**src/rtl/mac_acc_pair.sv**
```systemverilog
// mac_acc_pair: signed multiply-accumulate over ACC_LEN-term windows.
// Two independently valid operand streams are paired through one-deep
// holding slots with ready backpressure; each window result is emitted
// with a single-cycle out_valid pulse.
// Optional build macro: MAC_SAT_EN enables per-step saturation with a
// sticky per-window flag reported on out_sat.
`timescale 1ns/1ps

module mac_acc_pair #(
    parameter  int unsigned IN_W    = 4,
    parameter  int unsigned ACC_LEN = 8,
    parameter  int unsigned OUT_W   = 11,
    localparam int unsigned CNT_W   = $clog2(ACC_LEN) + 1
) (
    input  logic                    clk,
    input  logic                    reset,
    input  logic signed [IN_W-1:0]  in_a,
    input  logic                    in_valid_a,
    output logic                    in_ready_a,
    input  logic signed [IN_W-1:0]  in_b,
    input  logic                    in_valid_b,
    output logic                    in_ready_b,
    input  logic                    clear,
    output logic signed [OUT_W-1:0] mac_out,
    output logic                    out_valid,
    output logic                    out_sat,
    output logic [CNT_W-1:0]        cnt
);

    localparam int unsigned PROD_W = 2 * IN_W;

    logic                    have_a;
    logic                    have_b;
    logic signed [IN_W-1:0]  hold_a;
    logic signed [IN_W-1:0]  hold_b;
    logic signed [OUT_W-1:0] acc;

    logic                    fire;
    logic                    accept_a;
    logic                    accept_b;
    logic                    last;
    logic signed [PROD_W-1:0] prod;
    logic signed [OUT_W-1:0] prod_ext;
    logic signed [OUT_W-1:0] sum;
`ifdef MAC_SAT_EN
    logic signed [OUT_W:0]   sum_wide;
    logic                    sat_step;
    logic                    sat_flag;
`endif

    // Handshake, pairing and next accumulator value
    always_comb begin
        fire       = have_a & have_b;
        in_ready_a = ~reset & (~have_a | fire);
        in_ready_b = ~reset & (~have_b | fire);
        accept_a   = in_valid_a & in_ready_a;
        accept_b   = in_valid_b & in_ready_b;
        last       = fire & (cnt == CNT_W'(ACC_LEN - 1));
        prod       = PROD_W'(hold_a) * PROD_W'(hold_b);
        prod_ext   = OUT_W'(prod);
`ifdef MAC_SAT_EN
        sum_wide = (OUT_W + 1)'(acc) + (OUT_W + 1)'(prod_ext);
        sat_step = sum_wide[OUT_W] ^ sum_wide[OUT_W-1];
        if (sat_step) begin
            sum = sum_wide[OUT_W] ? {1'b1, {(OUT_W - 1){1'b0}}}
                                  : {1'b0, {(OUT_W - 1){1'b1}}};
        end else begin
            sum = sum_wide[OUT_W-1:0];
        end
`else
        sum = acc + prod_ext;
`endif
    end

    // Holding slots, accumulator, window counter and result register
    always_ff @(posedge clk) begin
        if (reset) begin
            have_a    <= 1'b0;
            have_b    <= 1'b0;
            hold_a    <= '0;
            hold_b    <= '0;
            acc       <= '0;
            cnt       <= '0;
            mac_out   <= '0;
            out_valid <= 1'b0;
        end else begin
            out_valid <= 1'b0;
            if (clear) begin
                have_a <= 1'b0;
                have_b <= 1'b0;
                acc    <= '0;
                cnt    <= '0;
            end else begin
                have_a <= accept_a | (have_a & ~fire);
                have_b <= accept_b | (have_b & ~fire);
                if (accept_a) hold_a <= in_a;
                if (accept_b) hold_b <= in_b;
                if (fire) begin
                    if (last) begin
                        mac_out   <= sum;
                        out_valid <= 1'b1;
                        acc       <= '0;
                        cnt       <= '0;
                    end else begin
                        acc <= sum;
                        cnt <= cnt + CNT_W'(1);
                    end
                end
            end
        end
    end

`ifdef MAC_SAT_EN
    // Sticky clamp flag per window, published alongside each result
    always_ff @(posedge clk) begin
        if (reset) begin
            sat_flag <= 1'b0;
            out_sat  <= 1'b0;
        end else if (clear) begin
            sat_flag <= 1'b0;
        end else if (fire) begin
            if (last) begin
                out_sat  <= sat_flag | sat_step;
                sat_flag <= 1'b0;
            end else begin
                sat_flag <= sat_flag | sat_step;
            end
        end
    end
`else
    assign out_sat = 1'b0;
`endif

endmodule

```
**config.mk**
```make
export PLATFORM = sky130hd
export DESIGN_NAME = mac_acc_pair
export DESIGN_NICKNAME = d
export VERILOG_FILES = /design/src/rtl/mac_acc_pair.sv
export SDC_FILE = /design/constraint.sdc
export NUM_CORES = 1
export LEC_CHECK = 0
export ABC_AREA = 1
export ABC_CLOCK_PERIOD_IN_PS = 3300
export BUFFER_PORTS_ARGS = -buffer_cell sky130_fd_sc_hd__buf_2
export CORE_ASPECT_RATIO = 1.4
export CORE_MARGIN = 3
export CORE_UTILIZATION = 53
export CTS_BUF_LIST = sky130_fd_sc_hd__clkbuf_16
export DETAILED_ROUTE_END_ITERATION = 8
export HOLD_SLACK_MARGIN = 0.08
export PLACE_DENSITY = 0.76
export SLEW_MARGIN = 20
export SYNTH_ARGS = -nofsm -noshare
export SYNTH_HDL_FRONTEND = slang
export SYNTH_SLANG_ARGS = --single-unit
```
**constraint.sdc**
```tcl
create_clock -name clk -period 3.3 [get_ports clk]
set_input_delay 0.33 -clock clk [delete_from_list [all_inputs] [get_ports clk]]
set_output_delay 0.33 -clock clk [all_outputs]
set_load 0.1 [all_outputs]
```
== Word-level counts from Yosys, hierarchy flattened ==
Index checks and enable logic that the tools add are counted.

* Flip-flop bits (word level): 37
* Input port bits: 13
* Output and inout bits: 19
* Word-level logic and storage cells: 37

* Add/sub/neg operators: 2
* Multiply operators: 1
* Equality and inequality tests: 1
* Multiplexer cells: 3
* Bitwise operators: 17
* Reductions and logical operators: 5

{| class="wikitable"
|+ Operator list
! cell !! count
|-
| adder 11 x 8 -> 11 bit || 1
|-
| 2-to-1 mux 11 bit || 1
|-
| bitwise AND 1 bit || 8
|-
| multiplier 4 x 4 -> 8 bit || 1
|-
| inverter 1 bit || 5
|-
| adder 4 x 1 -> 4 bit, second input constant || 1
|-
| equality test 4 x 3 -> 1 bit, second input constant || 1
|-
| 2-to-1 mux 4 bit || 1
|-
| OR 1 bit || 4
|-
| AND reduction 2 bit || 2
|-
| AND reduction 3 bit || 1
|-
| OR reduction 3 bit || 1
|-
| OR reduction 2 bit || 1
|-
| 2-to-1 mux 1 bit || 1
|}

== Longest topological paths before layout ==
* Depth after elaboration: 5
* Mapped depth: 18
* Gate-level depth less buffers: 18

== Worst setup path before layout ==
No wires, ideal clock.

* Path type: register to register
* From: reg hold_b[3]
* To: reg mac_out[7]
* Setup time: 115 ps
* Arrival: 3187 ps
* Required time: 3185 ps
* Setup slack: -2 ps
* Stages on the path, launching flop included: 15
* Path buffers: 0
* Period minus slack after synthesis: 3302 ps
* Path through: dfxtp_1 inv_1 nor2_1 fa_1 fa_1 inv_1 fa_1 inv_1 ha_1 a21oi_1 nand2_1 a21oi_1 xor2_1 o21ai_0 inv_1

* Word-level cells in the longest chain between the ends: 2

{| class="wikitable"
|+ Ends and longest elaborated chain
! item !! RTL line !! source
|-
| start, declared || 35 || <nowiki>logic signed [IN_W-1:0] hold_b;</nowiki>
|-
| start signal, assigned || 97 || <nowiki>if (accept_b) hold_b <= in_b;</nowiki>
|-
| multiplier 4 x 4 -> 8 bit || 59 || <nowiki>prod = PROD_W'(hold_a) * PROD_W'(hold_b);</nowiki>
|-
| adder 11 x 8 -> 11 bit || 71 || <nowiki>sum = acc + prod_ext;</nowiki>
|-
| end signal, assigned || 100 || <nowiki>mac_out <= sum;</nowiki>
|-
| end, declared || 24 || <nowiki>output logic signed [OUT_W-1:0] mac_out,</nowiki>
|}

No other way between the ends.
A chain may end at the register's enable or synchronous reset.

== Worst setup path after layout ==
* From: reg hold_a[2]
* To: reg acc[7]

* Word-level cells in the longest chain between the ends: 3

{| class="wikitable"
|+ Ends and longest elaborated chain
! item !! RTL line !! source
|-
| start, declared || 34 || <nowiki>logic signed [IN_W-1:0] hold_a;</nowiki>
|-
| start signal, assigned || 96 || <nowiki>if (accept_a) hold_a <= in_a;</nowiki>
|-
| multiplier 4 x 4 -> 8 bit || 59 ||
|-
| adder 11 x 8 -> 11 bit || 71 ||
|-
| 2-to-1 mux 11 bit || 99 || <nowiki>if (last) begin</nowiki>
|-
| end signal, assigned || 105 || <nowiki>acc <= sum;</nowiki>
|-
| end, declared || 36 || <nowiki>logic signed [OUT_W-1:0] acc;</nowiki>
|}

No other way between the ends.

==> summary.md <==
| Metric | Value |
|---|---|
| Max incr delay on CP | `~0.58 ns` |
| Most common cell after layout, fill and taps aside | `inv_1` |
| H-tree lvl count | `2` |
| Worst VDD drop | `about 0.00031 V` |
| Via density | `approximately 5.1` |
| Hold_buf cts | `0` |
| Drt drc | `0` |
| Overall die width | `approximately 67 um` |
| Final setup fails | `0` |
| GRT Overall Usage | `0.231` |
| TritonCTS clock tree | `built` |
| Clk root buf | `clkbuf_16` |
| Leakage | `1.83 nW` |
| Critical path endpoint category | `flip-flop` |
| Power density cells | `approximately 330 nW/um^2` |
| Post-synth top area cell | `dfxtp_1` |
| Pre-CTS WS | `-0.193 ns` |
| Nets@finish | `477` |
| DIE AREA | `6070 um^2` |
| Iteration count of the initial detailed-routing pass | `4` |
| Gpl congestion | `between 0.8 and 0.9` |
| Power share of the sequential group | `0.395` |
| Worst Clk Skew | `between 0.004 and 0.005 ns` |
| Final Hold Vio Count | `0` |
| Initial Utilization | `0.556` |
| Synth Area in XOR/XNOR | `0.0192` |
| FP Rows | `30` |
| Final hold slack | `between 0.3 and 0.4 ns` |
| # fillers | `between 300 and 400` |
| CP max stage cell | `fa_1` |
| Share of post-route cells with drive strength above 1 | `0.304` |
| Clock power share | `0.465` |
| Worst Max-Slew Pin Slew | `0.554 ns` |
| Switching share of power | `0.256` |
| Post-layout total power | `1.17 mW` |
| Compound-Gate Fraction of Synth Area | `0.114` |
| IO Port Bufs | `30` |
| CP Cell Sequence | `nand2_2 > inv_2 > fa_1 > fa_1 > inv_2 > fa_1 > inv_2 > ha_4 > a21oi_2 > nand2_2 > a21oi_4 > nand2b_4 > nand3_2 > a21oi_2` |
| WL per Instance | `about 14 um` |
| Cells after synthesis | `370` |
| ANT cells | `0` |
| # IOs | `32` |
| Synth warnings | `0` |
| Mux contribution to synthesized area | `0` |
| Critical path type | `flip-flop to flip-flop` |
| Clock Tree Buf Depth | `2` |
| Post-Syn Area per Cell | `7.39 um^2` |
| Adder-Cell Fraction of Synth Area | `0.256` |
| Worst R2R Path Depth | `14` |
| Hold/Removal Path Class | `input pin to flip-flop` |
| Worst skew pair latency | `between 0.2 and 0.3 ns` |
| Core footprint | `between 4000 and 5000 um^2` |
| Routed Antenna Nets | `0` |
| Status | `finished clean` |
| Worst-path maximum fanout | `5` |
| Slew HR | `0.630` |
| Max Clock Freq | `roughly 0.30 GHz` |
| Drt first-iter violations | `125` |
| Hold depth | `3` |
| Vias in the first global route | `2514` |
| Simple-Gate Fraction of Synth Area | `0.204` |
| Max Slew Vio Count | `0` |
| DP Wirelength | `between 4000 and 5000 um` |
| First-pass GRT wire length | `approximately 11000 um` |
| WL final | `slightly below 7000 um` |
| Max-cap violations | `0` |
| RSZ-0062 raised after global routing | `yes` |
| Area delta synth->final | `28.1%` |
| Post-synth top area share | `0.271` |
| Synth unique cells | `28` |
| Final worst-path cycle share | `1.00` |
| Antenna violations before repair | `0` |
| Fin crit period | `between 3 and 4 ns` |
| Most frequent cells in the layout | `inv_1 (77), nand2_1 (71), dfxtp_1 (30), buf_2 (30), a21oi_1 (22)` |
| Gate power share | `0.140` |
| Largest net degree at the start of global routing | `18` |
| Synth top area cells | `dfxtp_1 (27%), fa_1 (15%), inv_1 (12%)` |
| CP arrival | `3.51 ns` |
| Cell Area, Synth | `~2700 um^2` |
| Sequential cell area fraction in the yosys report | `0.271` |
| Switch Pwr | `around 0.3 mW` |
| Critical path startpoint category | `flip-flop` |
| Internal | `between 0.8 and 0.9 mW` |
| Largest family of logic cells by synthesized area | `adder cells` |
| Fin worst setup slack | `around 0.00023 ns` |
| Clock Sinks | `37` |
| Total Neg Setup Slack | `0 ns` |
| Worst-path clk slew | `0.06 ns` |
| Height of the die | `91.0 um` |
| Syn Nets | `between 400 and 500` |
| Yosys reg bits | `37` |
| Critical Path RT | `around 3.5 ns` |
| Grt ovf | `0` |
| Num CTS Buffers | `5` |
| Routed via count | `2491` |
[power by group through the flow]
stage | Clock [mW] | Combinational, mW | Sequential (mW)
detailed placement | 0 | 0.138 | 0.470
global placement | 0 | 0.135 | 0.470
finish | 0.544 | 0.163 | 0.462
CTS | 0.544 | 0.147 | 0.461
global route | 0.561 | 0.180 | 0.463
floorplan | 0 | 0.0924 | 0.469
[path summary, 6_finish.rpt]
path | startpoint | endpoint | slack [ns]
worst min register to register | acc[8] | acc[8] | 0.48
worst max register to register | hold_a[2] | acc[7] | 0.0002
worst max-delay path | hold_a[2] | acc[7] | 0.0002
worst min-delay path | in_valid_b | have_b | 0.30
[through the flow]
| stage | instance area (um^2) | utilization | cells |
|---|---|---|---|
| 2_1_floorplan | 2740 | - | 370 |
| 3_3_place_gp | 3050 | 0.620 | 474 |
| 3_5_place_dp | 3050 | 0.620 | 474 |
| 4_1_cts | 3300 | 0.670 | 483 |
| 5_1_grt | 3500 | 0.712 | 485 |
| 6_report | 3500 | 0.712 | 485 |
[area by class of cell]
cell class / count / area, um^2 / share of cell area
tap: 64 / 80.1 / 0.0229
timing repair buffer: 49 / 297 / 0.0847
inverter: 88 / 330 / 0.0944
clock inverter: 3 / 41.3 / 0.0118
multi-input combinational: 239 / 1870 / 0.534
clock buffer: 5 / 125 / 0.0358
sequential: 37 / 757 / 0.216
[cell usage after synthesis]
library cell and n:
inv_1 86, nand2_1 83, dfxtp_1 37, a21oi_1 30, ha_1 24, nor2_1 24
fa_1 20, nand3_1 15, o21ai_0 13, o21ai_1 6, clkbuf_1 4, xor2_1 4
a21o_1 2, a21oi_2 2, inv_2 2, nand2_2 2, nand4_1 2, o21ai_2 2
or2_2 2, xnor2_1 2, a211oi_1 1, buf_4 1, buf_8 1, conb_1 1
nand2b_1 1, nor2_8 1, nor3_4 1, o21bai_1 1
[registers in the layout, summed over array words and instances (netlist names)]
signal and cells:
cnt 4, out_valid 1, hold_a 4, mac_out 11
have_b 1, acc 11, have_a 1, hold_b 4
[worst max-delay path: cells and delay by family (launching register included)]
family	cells	cell delay [ns]
adder cells (fa/ha/maj)	4	1.84
AO/OA/AOI/OAI	3	0.46
AND/OR/NAND/NOR	4	0.41
flip-flops	1	0.37
buffers and inverters	3	0.15
[kinds of logic (layout without fill, tap and decap cells)]
group	after synthesis	in the layout
adder cells (fa/ha/maj)	44	44
AO/OA/AOI/OAI	57	57
XOR/XNOR	6	6
flip-flops	37	37
buffers and inverters	94	145
other	1	1
AND/OR/NAND/NOR	131	131
[layer usage]
metal,vias up,part of all wire,GRT usage
li1,1229,-,-
met1,1198,0.37,0.261
met2,48,0.57,0.429
met4,0,0.022,0.0763
met3,16,0.039,0.0322
met5,-,0,0
[timing repair]
action,CTS,global route
gates resized for setup,20,49
setup endpoints to repair,12,12
pin swaps,11,21
setup buffers,1,2
gates cloned,0,0
Power figures use the tool's default switching activity.
